==> src/rtl/ext_pkg.sv <==
// Shared types and default sizing for the extinguisher head scheduler.
package ext_pkg;

    localparam int ZONES_DEF       = 8;
    localparam int POS_W_DEF       = 3;
    localparam int CONFIRM_CYC_DEF = 4;
    localparam int SPRAY_CYC_DEF   = 8;
    localparam int MAX_TRY_DEF     = 2;

    // One counter serves both the confirm window and the spray timer.
    localparam int CNT_W = $clog2((CONFIRM_CYC_DEF > SPRAY_CYC_DEF) ? CONFIRM_CYC_DEF : SPRAY_CYC_DEF);

    typedef enum logic [2:0] {
        ST_IDLE    = 3'd0,
        ST_CONFIRM = 3'd1,
        ST_MOVE    = 3'd2,
        ST_SPRAY   = 3'd3,
        ST_CHECK   = 3'd4
    } state_t;

endpackage

==> src/rtl/extinguisher_sched_rr_pick.sv <==
// Round-robin selector: first requesting zone strictly after `last`, wrapping to zone 0.
import ext_pkg::*;

module rr_pick #(
    parameter int ZONES = ZONES_DEF,
    parameter int POS_W = POS_W_DEF
) (
    input  logic [ZONES-1:0] req,
    input  logic [POS_W-1:0] last,
    output logic             valid,
    output logic [POS_W-1:0] idx
);

    logic [POS_W-1:0] w_zone;

    // Scan from the farthest offset down so the nearest requester after `last` wins.
    always_comb begin
        valid  = 1'b0;
        idx    = {POS_W{1'b0}};
        w_zone = {POS_W{1'b0}};
        for (int k = ZONES; k >= 1; k--) begin
            w_zone = POS_W'((int'(last) + k) % ZONES);
            if (req[w_zone]) begin
                valid = 1'b1;
                idx   = w_zone;
            end else begin
                valid = valid;
            end
        end
    end

endmodule

==> src/rtl/extinguisher_sched.sv <==
// Single-head fire extinguisher sequencer: latches alarms, confirms, moves, sprays, re-checks.
import ext_pkg::*;

module extinguisher_sched #(
    parameter int ZONES       = ZONES_DEF,
    parameter int POS_W       = POS_W_DEF,
    parameter int CONFIRM_CYC = CONFIRM_CYC_DEF,
    parameter int SPRAY_CYC   = SPRAY_CYC_DEF,
    parameter int MAX_TRY     = MAX_TRY_DEF
) (
    input  logic             clk,
    input  logic             clr_n,
    input  logic [ZONES-1:0] fire_in,
    output logic             ext_enable,
    output logic [POS_W-1:0] ext_pos,
    output logic             busy,
    output logic             done,
    output logic [ZONES-1:0] fault_mask
);

    localparam int CNT_MAX = (CONFIRM_CYC > SPRAY_CYC) ? CONFIRM_CYC : SPRAY_CYC;
    localparam int CW      = (CNT_MAX > 1) ? $clog2(CNT_MAX) : 1;
    localparam int TW      = $clog2(MAX_TRY + 1);

    state_t           r_state;
    logic [ZONES-1:0] r_fire_q;
    logic [ZONES-1:0] r_pending;
    logic [ZONES-1:0] r_fault;
    logic [POS_W-1:0] r_last;
    logic [POS_W-1:0] r_target;
    logic [POS_W-1:0] r_pos;
    logic [CW-1:0]    r_cnt;
    logic [TW-1:0]    r_try;
    logic             r_en;
    logic             r_busy;
    logic             r_done;

    logic [ZONES-1:0] w_req;
    logic [ZONES-1:0] w_pend_clr;
    logic             w_valid;
    logic [POS_W-1:0] w_idx;
    logic [POS_W-1:0] w_step;
    logic             w_fire_tgt;
    logic             w_retry;

    assign w_req      = r_pending & ~r_fault;
    assign w_fire_tgt = r_fire_q[r_target];
    assign w_retry    = (int'(r_try) + 1) < MAX_TRY;

    assign ext_enable = r_en;
    assign ext_pos    = r_pos;
    assign busy       = r_busy;
    assign done       = r_done;
    assign fault_mask = r_fault;

    rr_pick #(
        .ZONES (ZONES),
        .POS_W (POS_W)
    ) u_pick (
        .req   (w_req),
        .last  (r_last),
        .valid (w_valid),
        .idx   (w_idx)
    );

    // Next head position one step toward the target.
    always_comb begin
        if (r_target > r_pos) begin
            w_step = r_pos + POS_W'(1);
        end else begin
            w_step = r_pos - POS_W'(1);
        end
    end

    // Pending clears on a false alarm or when CHECK releases the target (not on retry).
    always_comb begin
        w_pend_clr = {ZONES{1'b0}};
        if ((r_state == ST_CONFIRM && !w_fire_tgt) ||
            (r_state == ST_CHECK && !(w_fire_tgt && w_retry))) begin
            w_pend_clr[r_target] = 1'b1;
        end else begin
            w_pend_clr = {ZONES{1'b0}};
        end
    end

    // Sensor input register.
    always_ff @(posedge clk or negedge clr_n) begin
        if (!clr_n) begin
            r_fire_q <= {ZONES{1'b0}};
        end else begin
            r_fire_q <= fire_in;
        end
    end

    // Alarm latch; a new sighting wins over a same-cycle clear.
    always_ff @(posedge clk or negedge clr_n) begin
        if (!clr_n) begin
            r_pending <= {ZONES{1'b0}};
        end else begin
            r_pending <= (r_pending & ~w_pend_clr) | (r_fire_q & ~r_fault);
        end
    end

    // Service FSM with registered outputs, counters and sticky fault flags.
    always_ff @(posedge clk or negedge clr_n) begin
        if (!clr_n) begin
            r_state  <= ST_IDLE;
            r_last   <= POS_W'(ZONES - 1);
            r_target <= {POS_W{1'b0}};
            r_pos    <= {POS_W{1'b0}};
            r_cnt    <= {CW{1'b0}};
            r_try    <= {TW{1'b0}};
            r_en     <= 1'b0;
            r_busy   <= 1'b0;
            r_done   <= 1'b0;
            r_fault  <= {ZONES{1'b0}};
        end else begin
            r_done <= 1'b0;
            case (r_state)
                ST_IDLE: begin
                    if (w_valid) begin
                        r_target <= w_idx;
                        r_cnt    <= {CW{1'b0}};
                        r_busy   <= 1'b1;
                        r_state  <= ST_CONFIRM;
                    end else begin
                        r_busy <= 1'b0;
                    end
                end
                ST_CONFIRM: begin
                    if (!w_fire_tgt) begin
                        r_busy  <= 1'b0;
                        r_state <= ST_IDLE;
                    end else if (r_cnt == CW'(CONFIRM_CYC - 1)) begin
                        r_cnt   <= {CW{1'b0}};
                        r_state <= ST_MOVE;
                    end else begin
                        r_cnt <= r_cnt + CW'(1);
                    end
                end
                ST_MOVE: begin
                    // Arrival is detected on the step that lands, so travel costs |distance| cycles.
                    if (r_pos == r_target || w_step == r_target) begin
                        r_pos   <= r_target;
                        r_cnt   <= {CW{1'b0}};
                        r_try   <= {TW{1'b0}};
                        r_en    <= 1'b1;
                        r_state <= ST_SPRAY;
                    end else begin
                        r_pos <= w_step;
                    end
                end
                ST_SPRAY: begin
                    if (r_cnt == CW'(SPRAY_CYC - 1)) begin
                        r_en    <= 1'b0;
                        r_state <= ST_CHECK;
                    end else begin
                        r_cnt <= r_cnt + CW'(1);
                    end
                end
                ST_CHECK: begin
                    if (!w_fire_tgt) begin
                        r_last  <= r_target;
                        r_done  <= 1'b1;
                        r_busy  <= 1'b0;
                        r_state <= ST_IDLE;
                    end else if (w_retry) begin
                        r_try   <= r_try + TW'(1);
                        r_cnt   <= {CW{1'b0}};
                        r_en    <= 1'b1;
                        r_state <= ST_SPRAY;
                    end else begin
                        r_fault[r_target] <= 1'b1;
                        r_last            <= r_target;
                        r_busy            <= 1'b0;
                        r_state           <= ST_IDLE;
                    end
                end
                default: begin
                    r_en    <= 1'b0;
                    r_busy  <= 1'b0;
                    r_state <= ST_IDLE;
                end
            endcase
        end
    end

endmodule

==> config.mk <==
export PLATFORM = sky130hd
export DESIGN_NAME = extinguisher_sched
export DESIGN_NICKNAME = d
export VERILOG_FILES = /design/src/rtl/ext_pkg.sv /design/src/rtl/extinguisher_sched_rr_pick.sv /design/src/rtl/extinguisher_sched.sv
export SDC_FILE = /design/constraint.sdc
export NUM_CORES = 1
export LEC_CHECK = 0
export BUFFER_PORTS_ARGS = -buffer_cell sky130_fd_sc_hd__buf_2
export CORE_UTILIZATION = 40
export CTS_BUF_LIST = sky130_fd_sc_hd__clkbuf_4
export DETAILED_ROUTE_END_ITERATION = 6
export SYNTH_ARGS = -nofsm -noshare
export SYNTH_HDL_FRONTEND = slang
export SYNTH_SLANG_ARGS = --single-unit
export TNS_END_PERCENT = 1
==> constraint.sdc <==
create_clock -name clk -period 6.2 [get_ports clk]
set_input_delay 1.55 -clock clk [delete_from_list [all_inputs] [get_ports clk]]
set_output_delay 1.55 -clock clk [all_outputs]
set_load 0.1 [all_outputs]
==> qor.txt <==
RUN STATUS
----------------------------------------------------------------------------------------------------
Result of the run                                                                       finished clean

CRITICAL PATH
----------------------------------------------------------------------------------------------------
Req. time, crit path                                                                         6.45 ns
Capturing element type of the critical path                                                     flop
Worst Setup Start Kind                                                                          flop
Data arrival time at the worst-slack endpoint                                                3.78 ns
Cell family contributing the most delay on the critical path                            compound AO/OA/AOI/OAI gates
Crit path max-delay cell type                                                           sky130_fd_sc_hd__dfrtp_1
Critical path fanouts, max                                                                        16
Critical path buffers and inverters                                                                0
Ordered list of cells on the worst path                                                 ha_1 > a21o_1 > a21oi_2 > nor2_1 > fa_1 > xnor3_1 > a21oi_1 > a211oi_4 > mux2_4
Class of the most critical setup path                                                        reg2reg
Stages on worst setup path                                                                         9
Worst stage delay on the critical path                                                       0.70 ns
R2R depth                                                                                          9

CTS
----------------------------------------------------------------------------------------------------
Hold-fix buffers at CTS                                                                            0
CTS H-Tree Depth                                                                                   2
Cell chosen for the clock root                                                          sky130_fd_sc_hd__clkbuf_4
Setup bufs post-CTS                                                                                0
Post_cts resized                                                                                   0
Number of CTS-inserted buffers                                                                     5
Clock sinks                                                                                       44
Latest clock arrival within the worst-skew pair                                              0.35 ns
TritonCTS clock tree                                                                            done
Clock-pin slew reported for the worst setup and hold paths after clock tree synthesis        0.13 ns
Buffers from clock root to sink, at most                                                           2

YOSYS
----------------------------------------------------------------------------------------------------
Synthesized area per cell                                                                   9.86 um2
Yosys warnings                                                                                     0
Library cell occupying the most area in the post-synthesis netlist                      sky130_fd_sc_hd__dfrtp_1
Ranking of synthesized cells by area                                                    sky130_fd_sc_hd__dfrtp_1 (32%), sky130_fd_sc_hd__mux2i_1 (6.0%), sky130_fd_sc_hd__mux4_2 (5.7%)
Cell Area, Synth                                                                            3160 um2
Syn Inst Count                                                                                   321
Ys async rst share                                                                              100%
Top-area cell type share of the netlist area                                                   32.4%
Sequential fraction of the synthesis area                                                      34.9%
Net count after synthesis                                                                        342
Number of enable flip-flop cells after synthesis                                                   0
Cell variety after synth                                                                          67
Top_reg_cell synth                                                                      sky130_fd_sc_hd__dfrtp_1
Number of storage elements in the synthesis netlist                                               44

FINAL LAYOUT
----------------------------------------------------------------------------------------------------
Synthesis-to-finish area growth                                                                7.43%
Final Util                                                                                     44.2%
Final net count                                                                                  357
Multi-input combinational cell area                                                         1870 um2
Fraction of layout cells with a size suffix above 1                                            19.3%
Filler-free cell count of the finished design                                                    439
Layout fillers                                                                                   746
Storage cell area                                                                           1100 um2
Number of antenna cells inserted                                                                   0

STA
----------------------------------------------------------------------------------------------------
Final number of hold-violating endpoints                                                           0
Total negative setup slack                                                                      0 ns
Final Skew                                                                                0.00952 ns
Clock period minus worst slack                                                               3.52 ns
Pin slew with the least headroom to its limit                                               0.952 ns
Final Slew Violations                                                                              0
Final worst-path cycle share                                                                   56.8%
Worst slew margin                                                                              36.6%
RSZ-0062 raised after global routing                                                              no
Final number of setup-violating endpoints                                                          0
Max Clk Rate                                                                               0.284 GHz

DETAILED ROUTING
----------------------------------------------------------------------------------------------------
Number of vias per cell after detailed routing                                                  5.68
Residual antenna-violating net count after detailed routing                                        0
Detail-routed net length per standard cell                                                   16.0 um
Drt pass-1 iters                                                                                   6
Count of unresolved DRC violations after routing                                                   0
Wire length on met3                                                                           260 um
Met1 routed wirelength after detailed routing                                                3300 um
Highest metal used                                                                              met4
Routed wire length                                                                           7040 um
Length of routed met2 wiring                                                                 3330 um
Routed vias                                                                                     2494
Starting DRT DRC Count                                                                            92

FLOORPLAN
----------------------------------------------------------------------------------------------------
Die Footprint                                                                               8270 um2
Initial Util                                                                                   41.2%
Die outline height                                                                           90.9 um
Die width                                                                                    90.9 um
Row Count                                                                                         32
Area of the core                                                                            7690 um2
Number of placed I/O pins                                                                         24

POWER
----------------------------------------------------------------------------------------------------
Static Leakage                                                                               1.56 nW
Cell Pwr Density                                                                          396 nW/um2
Total chip power                                                                             1.35 mW
Worst supply voltage drop on vdd                                                          0.000343 V

PLACED DESIGN
----------------------------------------------------------------------------------------------------
Cell count after placement                                                                       431
Number of port buffers                                                                            23
Detailed-placement wirelength estimate                                                       5300 um
Routability congestion estimate from global placement                                          0.891

GRT
----------------------------------------------------------------------------------------------------
Gr usage total                                                                                 18.0%
Vias in the first global route                                                                  2400
Residual overflow from global routing                                                              0
Antenna violations before repair                                                                   0
Pin count of the biggest net entering global routing                                              45
First-pass GRT wire length                                                                  11900 um

WORST HOLD PATH
----------------------------------------------------------------------------------------------------
Path category of the worst min-delay check                                                   reg2reg
Cell depth of the worst min-delay path                                                             1

RUN
----------------------------------------------------------------------------------------------------
Reported max-cap violation count                                                                   0

[cell usage in the layout, fill, tap and decap left out, types with 8 or more instances in the layout]
cell	instances
sky130_fd_sc_hd__buf_2	23
sky130_fd_sc_hd__a21oi_1	14
sky130_fd_sc_hd__inv_1	22
sky130_fd_sc_hd__mux2i_1	19
sky130_fd_sc_hd__nand2b_1	11
sky130_fd_sc_hd__ha_1	10
sky130_fd_sc_hd__dfrtp_1	41
sky130_fd_sc_hd__mux4_2	8
sky130_fd_sc_hd__o21ai_0	22
sky130_fd_sc_hd__nor2_1	17
sky130_fd_sc_hd__nand2_1	28
sky130_fd_sc_hd__nand3_1	8
[through the flow]
stage / setup WS (ns) / instance area (um2) / hold slack (ns)
after floorplan: 2.56 / 3160 / 0.459
after global placement: 2.92 / 3320 / 0.480
after detailed placement: 2.73 / 3320 / 0.488
after CTS: 2.71 / 3400 / 0.518
after global routing: 2.48 / 3400 / 0.553
final: 2.68 / 3400 / 0.505
[routing by layer]
layer	up-vias	GRT usage, %
met2	70	29.5
met1	1204	24.4
met5	-	0
met4	0	6.61
li1	1209	-
met3	11	2.51
[power by group]
part           switching, mW  total (mW)  internal, mW
combinational          0.460       0.738         0.278
clock                 0.0955       0.180        0.0844
sequential            0.0913       0.430         0.338
total                  0.647        1.35         0.701
[worst register-to-register path: stages (launching register included)]
cell                       delay, ns
sky130_fd_sc_hd__dfrtp_1        0.70
sky130_fd_sc_hd__ha_1           0.37
sky130_fd_sc_hd__a21o_1         0.20
sky130_fd_sc_hd__a21oi_2        0.24
sky130_fd_sc_hd__nor2_1         0.10
sky130_fd_sc_hd__fa_1           0.41
sky130_fd_sc_hd__xnor3_1        0.42
sky130_fd_sc_hd__a21oi_1        0.50
sky130_fd_sc_hd__a211oi_4       0.17
sky130_fd_sc_hd__mux2_4         0.32
[registers in the layout (all words and copies together) (netlist names)]
name,cells
busy,1
ext_pos,3
r_pending,8
fault_mask,8
r_last,3
ext_enable,1
r_try,2
done,1
r_cnt,3
r_state,3
r_fire_q,8
r_target,3
[synthesized netlist by cell type, types with 2 or more instances]
library cell                count
sky130_fd_sc_hd__a21o_1         4
sky130_fd_sc_hd__inv_1         22
sky130_fd_sc_hd__ha_1          10
sky130_fd_sc_hd__a211oi_1       6
sky130_fd_sc_hd__nand4_1        2
sky130_fd_sc_hd__a31o_2         2
sky130_fd_sc_hd__xnor2_1        4
sky130_fd_sc_hd__nor2b_1        6
sky130_fd_sc_hd__o31ai_1        7
sky130_fd_sc_hd__mux2i_1       19
sky130_fd_sc_hd__nand2_1       28
sky130_fd_sc_hd__dfstp_2        3
sky130_fd_sc_hd__a21oi_1       14
sky130_fd_sc_hd__a211o_1        2
sky130_fd_sc_hd__inv_2          2
sky130_fd_sc_hd__o21ai_0       22
sky130_fd_sc_hd__a221oi_1       2
sky130_fd_sc_hd__nor3_1         2
sky130_fd_sc_hd__a32oi_1        2
sky130_fd_sc_hd__and3_1         4
sky130_fd_sc_hd__buf_2          6
sky130_fd_sc_hd__dfrtp_1       41
sky130_fd_sc_hd__o2111ai_1      2
sky130_fd_sc_hd__mux4_2         8
sky130_fd_sc_hd__nand2b_1      11
sky130_fd_sc_hd__mux2_2         3
sky130_fd_sc_hd__a21oi_2        2
sky130_fd_sc_hd__clkbuf_1       7
sky130_fd_sc_hd__nand3_1        8
sky130_fd_sc_hd__o211ai_1       4
sky130_fd_sc_hd__and2b_1        2
sky130_fd_sc_hd__a31oi_1        4
sky130_fd_sc_hd__o22ai_1        4
sky130_fd_sc_hd__mux2_4         2
sky130_fd_sc_hd__nor2_1        17
sky130_fd_sc_hd__mux4_1         2
sky130_fd_sc_hd__xor2_1         3
sky130_fd_sc_hd__o21bai_1       3
[layout make-up]
type	instances	share of cell area, %
Multi-Input combinational cell	237	55.0
Sequential cell	44	32.5
Tap cell	102	3.75
Timing Repair Buffer	23	3.39
Inverter	25	2.98
Clock inverter	3	1.25
Clock buffer	5	1.10
[worst paths after layout]
| path | start | end | slack [ns] |
|---|---|---|---|
| max | r_target[1]$_DFFE_PN0P_ | r_cnt[0]$_DFFE_PN0P_ | 2.68 |
| min reg2reg | fault_mask[7]$_DFFE_PN0P_ | r_pending[7]$_DFF_PN0_ | 0.51 |
| min | fault_mask[7]$_DFFE_PN0P_ | r_pending[7]$_DFF_PN0_ | 0.51 |
| max reg2reg | r_target[1]$_DFFE_PN0P_ | r_cnt[0]$_DFFE_PN0P_ | 2.68 |
| max in group asynchronous | clr_n | fault_mask[0]$_DFFE_PN0P_ | 4.28 |
| min in group asynchronous | clr_n | r_cnt[0]$_DFFE_PN0P_ | 1.32 |
[cells by family after synthesis]
| family | Yosys count | share of synthesized area, % |
|---|---|---|
| compound gates | 92 | 20.1 |
| mux | 36 | 16.5 |
| fa+ha+maj | 11 | 4.59 |
| buf+inv | 40 | 5.97 |
| flops | 44 | 34.9 |
| simple gates | 90 | 15.3 |
| xor+xnor | 8 | 2.65 |
Note: power is estimated with default switching activity, not from simulation.
